File: src/rtl/aes_pkg.sv
// rtl/aes_pkg.sv - shared types and constants for the AES block packer
//
// Purpose: block geometry, byte/block/count types and the packer state enum.
// Block byte 0 sits in the most significant byte, i.e. element BLOCK_BYTES-1
// of block_t; slot() maps a byte index to its element.
package aes_pkg;

  localparam int BLOCK_BYTES = 16;
  localparam int CNT_BITS    = 4;

  typedef logic [7:0]                   byte_t;
  typedef byte_t [BLOCK_BYTES-1:0]      block_t;
  typedef logic [CNT_BITS-1:0]          cnt_t;

  typedef enum logic [1:0] {
    FILL,
    PAD,
    HOLD
  } state_t;

  // Byte index 0 lands in [127:120], so element number counts down.
  function automatic cnt_t slot(input cnt_t idx);
    return cnt_t'(BLOCK_BYTES - 1) - idx;
  endfunction

endpackage

File: src/rtl/aes_block_packer_if.sv
// rtl/aes_block_packer_if.sv - block-side valid/ready handshake bundle
//
// Purpose: carries the assembled block toward the AES core.
// Signals: block_out (128, byte 0 in [127:120]), block_valid, block_ready.
// master: the packer (drives block_out/block_valid); slave: the AES core.
interface aes_block_packer_if;
  import aes_pkg::*;

  block_t block_out;
  logic   block_valid;
  logic   block_ready;

  modport master (output block_out, output block_valid, input block_ready);
  modport slave  (input block_out, input block_valid, output block_ready);

endinterface

File: src/rtl/aes_pad_gen.sv
// rtl/aes_pad_gen.sv - pads bytes byte_cnt..15 of a partial block
//
// Purpose: combinational pad generator used by the packer PAD state.
// Ports: byte_cnt (in, bytes already captured), block_in (in, current block),
//        block_padded (out, block with the tail overwritten by the pad byte).
// Macro: AES_PACKER_PKCS7_EN - defined: pad byte = BLOCK_BYTES - byte_cnt
//        (PKCS#7); undefined: pad byte = 0x00.
module aes_pad_gen
  import aes_pkg::*;
(
  input  cnt_t   byte_cnt,
  input  block_t block_in,
  output block_t block_padded
);

  byte_t pad_byte;

`ifdef AES_PACKER_PKCS7_EN
  assign pad_byte = byte_t'(BLOCK_BYTES - int'(byte_cnt));
`else
  assign pad_byte = '0;
`endif

  always_comb begin
    block_padded = block_in;
    for (int i = 0; i < BLOCK_BYTES; i++) begin
      if (i >= int'(byte_cnt)) begin
        block_padded[BLOCK_BYTES-1-i] = pad_byte;
      end
    end
  end

endmodule

File: src/rtl/aes_block_packer.sv
// rtl/aes_block_packer.sv - packs FIFO bytes into 128-bit AES plaintext blocks
//
// Purpose: pops bytes from a first-word-fall-through FIFO, assembles 16-byte
// blocks, pads a partial block on flush and offers it over valid/ready.
// Ports: clk, n_rst (async active-low); fifo_empty/fifo_rdata in,
//        fifo_renable out (combinational pop); flush in (level),
//        flush_done out (1-cycle pulse); byte_cnt out; blk (master modport:
//        block_out, block_valid, block_ready).
// Padding style is selected by AES_PACKER_PKCS7_EN inside aes_pad_gen.
module aes_block_packer
  import aes_pkg::*;
(
  input  logic                clk,
  input  logic                n_rst,
  input  logic                fifo_empty,
  input  byte_t               fifo_rdata,
  output logic                fifo_renable,
  input  logic                flush,
  output logic                flush_done,
  output cnt_t                byte_cnt,
  aes_block_packer_if.master  blk
);

  state_t state_q, state_d;
  cnt_t   byte_cnt_q, byte_cnt_d;
  block_t block_q, block_d;
  logic   valid_q, valid_d;
  logic   done_q, done_d;
  block_t block_padded;

  aes_pad_gen u_pad_gen (
    .byte_cnt     (byte_cnt_q),
    .block_in     (block_q),
    .block_padded (block_padded)
  );

  // Gated by n_rst so nothing is popped while the block is held in reset.
  assign fifo_renable    = n_rst && (state_q == FILL) && !fifo_empty;
  assign flush_done      = done_q;
  assign byte_cnt        = byte_cnt_q;
  assign blk.block_out   = block_q;
  assign blk.block_valid = valid_q;

  always_comb begin
    state_d    = state_q;
    byte_cnt_d = byte_cnt_q;
    block_d    = block_q;
    valid_d    = valid_q;
    done_d     = 1'b0;
    case (state_q)
      FILL: begin
        if (!fifo_empty) begin
          block_d[slot(byte_cnt_q)] = fifo_rdata;
          byte_cnt_d = byte_cnt_q + 1'b1;          // wraps to 0 after byte 15
          if (byte_cnt_q == cnt_t'(BLOCK_BYTES - 1)) begin
            state_d = HOLD;
            valid_d = 1'b1;
          end
        end else if (flush && !done_q) begin
          // done_q masks the cycle where flush is still held after an
          // empty-flush acknowledge, so it is not acknowledged twice.
          done_d = 1'b1;
          if (byte_cnt_q != '0) begin
            state_d = PAD;
          end
        end
      end
      PAD: begin
        block_d    = block_padded;
        byte_cnt_d = '0;
        valid_d    = 1'b1;
        state_d    = HOLD;
      end
      HOLD: begin
        if (blk.block_ready) begin
          block_d    = '0;
          byte_cnt_d = '0;
          valid_d    = 1'b0;
          state_d    = FILL;
        end
      end
      default: state_d = FILL;
    endcase
  end

  always_ff @(posedge clk or negedge n_rst) begin
    if (!n_rst) begin
      state_q    <= FILL;
      byte_cnt_q <= '0;
      block_q    <= '0;
      valid_q    <= 1'b0;
      done_q     <= 1'b0;
    end else begin
      state_q    <= state_d;
      byte_cnt_q <= byte_cnt_d;
      block_q    <= block_d;
      valid_q    <= valid_d;
      done_q     <= done_d;
    end
  end

endmodule

File: src/flat_wrapper.sv
// flat-port wrapper written by rule: the top's interface ports become plain ports
module aes_block_packer_flat import aes_pkg::*;
  (clk, n_rst, fifo_empty, fifo_rdata, fifo_renable, flush, flush_done, byte_cnt, blk_block_out, blk_block_valid, blk_block_ready);
  aes_block_packer_if blk_i ();
  input  logic clk;
  input  logic n_rst;
  input  logic fifo_empty;
  input  byte_t fifo_rdata;
  output logic fifo_renable;
  input  logic flush;
  output logic flush_done;
  output cnt_t byte_cnt;
  output wire logic [$bits(blk_i.block_out)-1:0] blk_block_out;
  output wire logic [$bits(blk_i.block_valid)-1:0] blk_block_valid;
  input wire logic [$bits(blk_i.block_ready)-1:0] blk_block_ready;
  assign blk_block_out = blk_i.block_out;
  assign blk_block_valid = blk_i.block_valid;
  assign blk_i.block_ready = blk_block_ready;
  aes_block_packer u_core (.clk(clk), .n_rst(n_rst), .fifo_empty(fifo_empty), .fifo_rdata(fifo_rdata), .fifo_renable(fifo_renable), .flush(flush), .flush_done(flush_done), .byte_cnt(byte_cnt), .blk(blk_i));
endmodule
File: config.mk
export PLATFORM = sky130hd
export DESIGN_NAME = aes_block_packer_flat
export DESIGN_NICKNAME = d
export VERILOG_FILES = /design/src/rtl/aes_pkg.sv /design/src/rtl/aes_block_packer_if.sv /design/src/rtl/aes_pad_gen.sv /design/src/rtl/aes_block_packer.sv /design/src/flat_wrapper.sv
export SDC_FILE = /design/constraint.sdc
export NUM_CORES = 1
export LEC_CHECK = 0
export BUFFER_PORTS_ARGS = -buffer_cell sky130_fd_sc_hd__buf_2
export CORE_MARGIN = 10
export CORE_UTILIZATION = 50
export DETAILED_ROUTE_END_ITERATION = 8
export PLACE_DENSITY = 0.85
export SLEW_MARGIN = 20
export SYNTH_ARGS = -nofsm -noshare
export SYNTH_HDL_FRONTEND = slang
export SYNTH_SLANG_ARGS = --single-unit
export TNS_END_PERCENT = 5
File: constraint.sdc
create_clock -name clk -period 2.45 [get_ports clk]
set_input_delay 0.245 -clock clk [delete_from_list [all_inputs] [get_ports clk]]
set_output_delay 0.245 -clock clk [all_outputs]
set_load 0.005 [all_outputs]
## After elaboration in Yosys (flattened, before gate mapping)

Cells that the tools add are included.

| operators by class | value |
|---|---|
| reduce and logical (&&, ||, !) cells | 27 |
| order comparisons | 17 |
| muxes and demuxes | 37 |
| add/sub/neg operators | 2 |
| equality and inequality tests | 24 |

Operators by type and width:

| cell | count |
|---|---|
| 128-bit one-hot mux with 3 select lines | 1 |
| 128-bit two-way mux | 2 |
| 128-bit bitwise mux | 1 |
| 8-bit two-way mux | 16 |
| 4-bit AND reduction | 17 |
| 2-bit inequality test (second input constant) | 18 |
| 8-bit demux with 4-bit select | 1 |
| 4-bit >= comparator (first input constant) | 7 |
| 3-bit by 4-bit >= comparator with 1-bit output (first input constant) | 4 |
| 4-bit one-hot mux with 3 select lines | 1 |
| 2-bit two-way mux | 5 |
| 3-bit inequality test (second input constant) | 3 |
| 1-bit by 4-bit >= comparator with 1-bit output (first input constant) | 2 |
| 2-bit by 4-bit >= comparator with 1-bit output (first input constant) | 2 |
| 4-bit two-way mux | 2 |
| 1-bit two-way mux | 6 |
| 2-bit one-hot mux with 3 select lines | 1 |
| 4-bit by 5-bit < comparator with 1-bit output (second input constant) | 1 |
| 4-bit by 1-bit adder with 4-bit output (second input constant) | 1 |
| 4-bit == test (second input constant) | 1 |
| 4-bit by 1-bit >= comparator with 1-bit output (second input constant) | 1 |
| 1-bit logical AND | 4 |
| 4-bit nonzero test | 1 |
| 4-bit subtractor (first input constant) | 1 |
| other kinds (7) | 8 |

| storage, ports and cells | value |
|---|---|
| register bits | 136 |
| output and inout bits | 135 |
| bits of input ports | 13 |

## Longest topological paths before layout

Gate-level depths: netlist of run 1.

| logic depth | value |
|---|---|
| depth in word-level cells | 8 |
| mapped depth | 9 |

## By module

From an unflattened synthesis of run 1, not the netlist that was laid out.

| second synthesis, totals | value |
|---|---|
| cell total of the unflattened synthesis | 825 |
| area total of the unflattened synthesis | 7918.8 µm² |

Modules (own cells, without submodules):

| module | area each (µm²) | cells each | times used |
|---|---|---|---|
| aes_block_packer | 6907.9 | 671 | 1 |
| aes_pad_gen | 1011.0 | 154 | 1 |

## Least setup slack after synthesis of run 1

No wires, ideal clock.

| timing path | value |
|---|---|
| path type | reg-to-reg |
| start | reg u_core.state_q[0] |
| end | reg u_core.block_q (netlist bit u_core.blk.block_out[64]) |
| required time | 2.329 ns |
| stages on the path, launching flop included | 8 |
| data arrival time | 1.819 ns |
| setup slack | 0.510 ns |
| path through | dfrtp_1 -> inv_1 -> ha_1 -> buf_6 -> and2_4 -> or3_4 -> a211o_4 -> a22o_1 |

| between the ends | value |
|---|---|
| word-level cells in the longest chain between the ends | 3 |
| elaborated cells on any way between the ends | 9 |
| those cells by class | 5 x eq/ne; 1 x mux; 3 x reduce/logical |

RTL lines:

| element | RTL line | text |
|---|---|---|
| start: declaration | aes_block_packer.sv:24 | `state_t state_q, state_d;` |
| start signal: assignment | aes_block_packer.sv:94 | `state_q <= state_d;` |
| 2-bit by 1-bit == test with 1-bit output, or another cell as far along | aes_block_packer.sv:50 | `case (state_q)` |
| 2-bit inequality test (no source line) or 3-bit nonzero test (tied branches) | - |  |
| 4-bit AND reduction (no source line) | - |  |
| end signal: assignment | aes_block_packer.sv:96 | `block_q <= block_d;` |
| end: declaration | aes_block_packer.sv:26 | `block_t block_q, block_d;` |

Several ways; a longest one is shown, not always the timed one.
A chain may end at the register's enable or synchronous reset.

## Worst setup path after layout of run 1

| timing path | value |
|---|---|
| start | reg u_core.state_q[0] |
| end | reg u_core.block_q (netlist bit u_core.blk.block_out[69]) |

Same word-level chain as after synthesis.

==> results of run 1 <==
==> where the power goes <==
group | switching [W] | total, W | internal [W]
Clock | 0.00105 | 0.00263 | 0.00159
Combinational | 0.00257 | 0.00393 | 0.00136
Sequential | 0.000422 | 0.00318 | 0.00276
Total | 0.00404 | 0.00974 | 0.00570
==> cell usage after synthesis (all sizes together), types with 2 or more instances <==
| cell | number | share of area, % |
|---|---|---|
| nor2b | 11 | 1.2 |
| and2 | 5 | 0.59 |
| nor2 | 3 | 0.20 |
| nand2 | 32 | 2.3 |
| a31oi | 4 | 0.44 |
| and3 | 3 | 0.33 |
| nor3b | 2 | 0.26 |
| clkbuf | 19 | 1.3 |
| a32o | 24 | 4.2 |
| a21oi | 7 | 0.81 |
| ha | 8 | 1.8 |
| a21o | 11 | 1.5 |
| a21boi | 2 | 0.26 |
| o211ai | 9 | 1.2 |
| inv | 16 | 1.1 |
| o22ai | 8 | 0.88 |
| nand3 | 21 | 2.2 |
| o21ai | 9 | 1.1 |
| dfrtp | 136 | 60 |
| a211o | 2 | 0.46 |
| or3 | 2 | 0.31 |
| nor4b | 3 | 0.99 |
| buf | 11 | 1.4 |
| nor3 | 10 | 0.88 |
| a22o | 20 | 3.1 |
| o2bb2ai | 64 | 9.9 |
==> cell families (layout without fill, tap and decap cells) <==
logic type,Yosys count,after routing,share of synthesized area (%)
compound gates,166,166,24.6
fa+ha+maj,8,8,1.76
simple gates,97,97,9.90
flops,136,136,59.8
mux,1,1,0.176
buf+inv,46,210,3.70
==> area by class of cell <==
| cell class | count | area, sq um | area share (%) |
|---|---|---|---|
| Clock buffer | 19 | 453 | 6.29 |
| Clock inverter | 13 | 158 | 2.19 |
| Inverter | 16 | 63.8 | 0.886 |
| Multi-Input combinational cell | 272 | 2080 | 28.9 |
| Sequential cell | 136 | 3400 | 47.3 |
| Tap cell | 140 | 175 | 2.43 |
| Timing Repair Buffer | 162 | 866 | 12.0 |
==> worst reg2reg max path, delay by kind of cell (launching register included) <==
family | cells | cell delay [ps]
adder cells (fa/ha/maj) | 1 | 300
buffers and inverters | 1 | 100
flip-flops | 1 | 390
AND/OR/NAND/NOR | 2 | 740
AO/OA/AOI/OAI | 2 | 600
==> metrics by stage <==
step	util (%)	cells	setup slack, ps	hold WS, ps
4_1_cts	65.5	758	118	89.1
2_1_floorplan	-	454	510	-50.6
5_1_grt	65.6	758	110	111
3_5_place_dp	59.9	725	170	183
6_report	65.6	758	208	95.7
3_3_place_gp	59.9	725	315	179
==> final timing paths <==
check	depth (start not counted)	to	startpoint	slack, ps
min in group asynchronous	2	u_core.blk.block_out[120]	n_rst	320
max	6	u_core.blk.block_out[69]	u_core.state_q[0]	210
min reg2reg	1	u_core.flush_done	u_core.flush_done	460
max in group asynchronous	3	u_core.blk.block_out[107]	n_rst	1290
min	3	u_core.flush_done	flush	100
max reg2reg	6	u_core.blk.block_out[69]	u_core.state_q[0]	210
==> registers in the layout, summed over array words and instances (netlist names) <==
| register | flops |
|---|---|
| u_core.blk.block_out | 128 |
| u_core.blk.block_valid | 1 |
| u_core.byte_cnt | 4 |
| u_core.flush_done | 1 |
| u_core.state_q | 2 |
==> metal layers <==
layer  GRT usage [%]  share of wire, %  up-vias
li1                -                 -     2041
met5               0                 0        -
met1            27.8                41     2434
met2            33.0                46      288
met3            6.62               9.4       43
met4            8.77               2.9        0
==> what timing repair did <==
item,CTS,global route
hold buffers,1,0
endpoints found under the hold margin,24,0
resized for setup,0,2
endpoints found under the setup margin,0,1
==> impl_metrics.toml, run 1 <==
[outcome]
status = "completed"

[timing]
hold_viol = 0
fin_crit_ps = 2240
slew_violations = 0
max_freq_ghz = 0.446
slew_headroom_pct = 53.7
skew_ps = 12.5
setup_viol = 0
grt_setup_unrepaired = "no"
worst_pin_slew_ps = 694
fin_crit_sh_pct = 91.5
setup_tns_ps = 0

[yosys]
synth_async_sr_flop_share_pct = 100
synth-edff-count = 0
ys_warn_count = 0
ys.flop_type = "dfrtp_1"
synth_nets = 475
synth-seq-cells = 136
synth_seq_area_share_pct = 59.8
syn-cell-area_sq_um = 5690
ys_types = 50
syn_inst = 454
synth_area_per_cell_sq_um = 12.5

[setup_path]
slowest_delay_ps = 500
cp_cell_sequence = "inv_1, ha_1, and2_4, or3_4, a211o_4, a22o_1"
arrival_ps = 2530
critPathCaptureType = "flop"
critPathKind = "flop to flop"
crit_buf_inv = 1
cp.required_ps = 2740
critical_path.top_delay_family = "simple AND/OR/NAND/NOR gates"
cp-start-kind = "flop"
crit_fanout = 22
cp_slowest_cell = "or3_4"

[final_layout]
diodes = 0
layout_commonest_cell = "buf_2"
area.growth.synth_to_final_pct = 26.6
fin_area_sq_um = 7200
filler_cell_count = 783
fin_nets = 626
layout_common_cells = "buf_2, dfrtp_1, o2bb2ai_1"
drive_gt1_share_pct = 35.0

[floorplanning]
start_util_pct = 51.8
fp-row-count = 38
die_h_um = 127
die_area_sq_um = 16000
ios = 148
core_region_area_sq_um = 11000
die_w_um = 127

[drt]
wire_per_inst_um = 23.4
antenna_left = 0
vias_per_cell = 6.34
drt-pass1-iter-count = 5
drt_iter0_markers = 577
drc_errors = 0
vias = 4806
totalWireLength_mm = 17.7

[clocking]
cts_setup_buffers = 0
clk_pin_slew_ps = 60
clkSinkCount = 136
cts.htree.levels = 4
clk_path_buf_depth = 2
cts_buffers = 17
clock_latency_ps = 420
cts_root_buf = "clkbuf_16"
tritoncts = "built"

[grt]
grt_max_degree = 71
grt_pass1_vias = 4897
grt_pass1_wl_mm = 27.9
gr-total-overflow = 0
grt_antenna_before_repair = 0
grt_usage_pct = 21.5

[power]
leakagePower_nw = 3.71
power_density_nw_per_um2 = 1350
power_w = 0.00974
vdd_drop_max_v = 0.000631

[placement]
port-buffer-count = 147
placed_area_sq_um = 6570
hpwl_mm = 12.3
globalplace.congestion = 0.859

[job]
cap_violations = 0

[hold_path]
hold_path_class = "input pin to flop"
(Power assumes the default switching activity.)
==> inputs of run 2 (changes only) <==
--- a/config.mk
+++ b/config.mk
@@ -7,7 +7,7 @@
 export LEC_CHECK = 0
 export BUFFER_PORTS_ARGS = -buffer_cell sky130_fd_sc_hd__buf_2
 export CORE_MARGIN = 10
-export CORE_UTILIZATION = 50
+export CORE_UTILIZATION = 48
 export DETAILED_ROUTE_END_ITERATION = 8
 export PLACE_DENSITY = 0.85
 export SLEW_MARGIN = 20
==> constraint.sdc (replaced) <==
create_clock -name clk -period 2 [get_ports clk]
set_input_delay 0.2 -clock clk [delete_from_list [all_inputs] [get_ports clk]]
set_output_delay 0.2 -clock clk [all_outputs]
set_load 0.005 [all_outputs]
==> run 2 against run 1 <==
  * Die area rose by 3.5%
  * Global-route usage shrank 0.20 points
  * Worst hold slack worse by 45 ps
  * Critical path depth grew 1
  * Sequential share of layout area is 1.5 points lower
  * Routed wire length up 1.3%
  * Utilization decreased by 0.94 points
  * Design area grew 3.4%
  * Largest cell class unchanged
==> impl_metrics.toml, run 2 (synthesis results as in run 1) <==
[outcome]
status = "completed"

[final_layout]
fin_area_sq_um = 7440
largest_register_ffs = 128
fin_nets = 651
drive_gt1_share_pct = 39.2
fin_cells = 786
filler_cell_count = 855
layout_commonest_cell = "buf_2"
diodes = 0
layout_common_cells = "buf_2, dfrtp_1, o2bb2ai_1"
area.growth.synth_to_final_pct = 30.8

[drt]
drt_iter0_markers = 474
totalWireLength_mm = 18.0
wire_per_inst_um = 22.9
antenna_left = 0
vias = 4806
vias_per_cell = 6.11
drt-pass1-iter-count = 5
drc_errors = 0

[grt]
gr-usage-met1_pct = 26.8
globalRouteMet3Util_pct = 7.06
gr-max-usage-layer = "met2"
grt_antenna_before_repair = 0
grt_max_degree = 121
use_met2_pct = 33.5
grt_usage_pct = 21.3
grt_pass1_wl_mm = 27.4
grt_pass1_vias = 4778
gr-total-overflow = 0

[setup_path]
r2r-start = "u_core.state_q[0]"
crit_fanout = 21
worst_r2r_endpoint = "u_core.blk.block_out[44]"
critPathCapture = "u_core.blk.block_out[44]"
critPathCaptureType = "flop"
crit_path_start = "u_core.state_q[0]"
r2r_setup_slack_ps = 40
critPathKind = "flop to flop"
cp.required_ps = 2290
cp-start-kind = "flop"
arrival_ps = 2250
reg2regPathDepth = 7

[timing]
slew_violations = 0
setup_viol = 0
grt_setup_unrepaired = "yes"
max_freq_ghz = 0.510
fin_crit_ps = 1960
fin_crit_sh_pct = 98.0
worst_pin_slew_ps = 636
hold_viol = 0
skew_ps = 9.78
slew_headroom_pct = 57.6

[clocking]
cts_setup_buffers = 0
tritoncts = "built"
cts.htree.levels = 4
clkSinkCount = 136
cts_root_buf = "clkbuf_16"
cts_buffers = 17
clk_pin_slew_ps = 60
clock_latency_ps = 430
clk_path_buf_depth = 2

[floorplanning]
die_w_um = 129
core_region_area_sq_um = 11500
die_h_um = 129
die_area_sq_um = 16600
ios = 148
start_util_pct = 49.4
fp-row-count = 39

[placement]
port-buffer-count = 147
globalplace.congestion = 0.911
hpwl_mm = 12.8
placed_area_sq_um = 6790
place_inst = 753

[power]
power.switching_w = 0.00506
sw_frac_of_total_pct = 41.0
p_int_w = 0.00727
power_frac_seq_pct = 31.1
clkPwrFrac_pct = 25.7
power_frac_comb_pct = 43.2
vdd_drop_max_v = 0.000669
leakagePower_nw = 3.83
power_density_nw_per_um2 = 1660

[job]
cap_violations = 0

[hold_path]
hold_path_class = "input pin to flop"
[run 2: power by group through the flow]
stage          combinational [W]  clock [W]  sequential, W
5_1_grt                  0.00570    0.00331        0.00390
2_1_floorplan            0.00296          0        0.00383
3_3_place_gp             0.00505          0        0.00385
4_1_cts                  0.00523    0.00318        0.00383
6_report                 0.00533    0.00316        0.00384
3_5_place_dp             0.00518          0        0.00385
[run 2: final cells by class]
cell class / count / area (sq um) / area share, %
sequential: 136 / 3400 / 45.7
multi-input combinational: 272 / 2120 / 28.5
timing repair buffer: 187 / 1080 / 14.5
clock buffer: 17 / 425 / 5.72
tap: 143 / 179 / 2.40
clock inverter: 15 / 168 / 2.25
inverter: 16 / 63.8 / 0.857
[run 2: worst min path at each step]
stage | from | to | slack (ps) | depth (start not counted)
global placement | n_rst | u_core.blk.block_out[124] | 80 | 1
floorplan | n_rst | u_core.blk.block_out[0] | -100 | 0
detailed placement | n_rst | u_core.blk.block_out[121] | 90 | 1
global route | flush | u_core.flush_done | 50 | 3
CTS | flush | u_core.flush_done | 40 | 3
finish | flush | u_core.flush_done | 50 | 3
[run 2: per-stage QoR]
stage	util (%)	worst slack, ps	power [W]	hold slack, ps	setup TNS, ps
global placement	59.0	96.0	0.00890	83.1	0
floorplan	-	60.4	0.00679	-95.6	0
finish	64.6	40.1	0.0123	50.8	0
detailed placement	59.0	26.7	0.00903	91.7	0
CTS	64.3	4.25	0.0122	44.1	0
global route	64.6	-25.4	0.0129	45.8	-68.6
[run 2: metal layers]
layer / up-vias / share of wire (%)
met5: - / 0
met4: 0 / 1.9
met3: 26 / 9.1
met2: 268 / 47
met1: 2413 / 42
li1: 2099 / -
[run 2: what timing repair did]
action	4_1_cts	5_1_grt
hold endpoints to repair	16	0
hold buffers	1	0
gates cloned	0	0
setup endpoints to repair	6	46
resized for setup	3	11
[run 2: worst max-delay path, cell delays in order (launching register included)]
cell and delay, ps:
dfrtp_1 380, inv_1 100, ha_1 210, and2_4 190, or3_4 390, buf_12 170, a21oi_4 250, o22ai_1 140
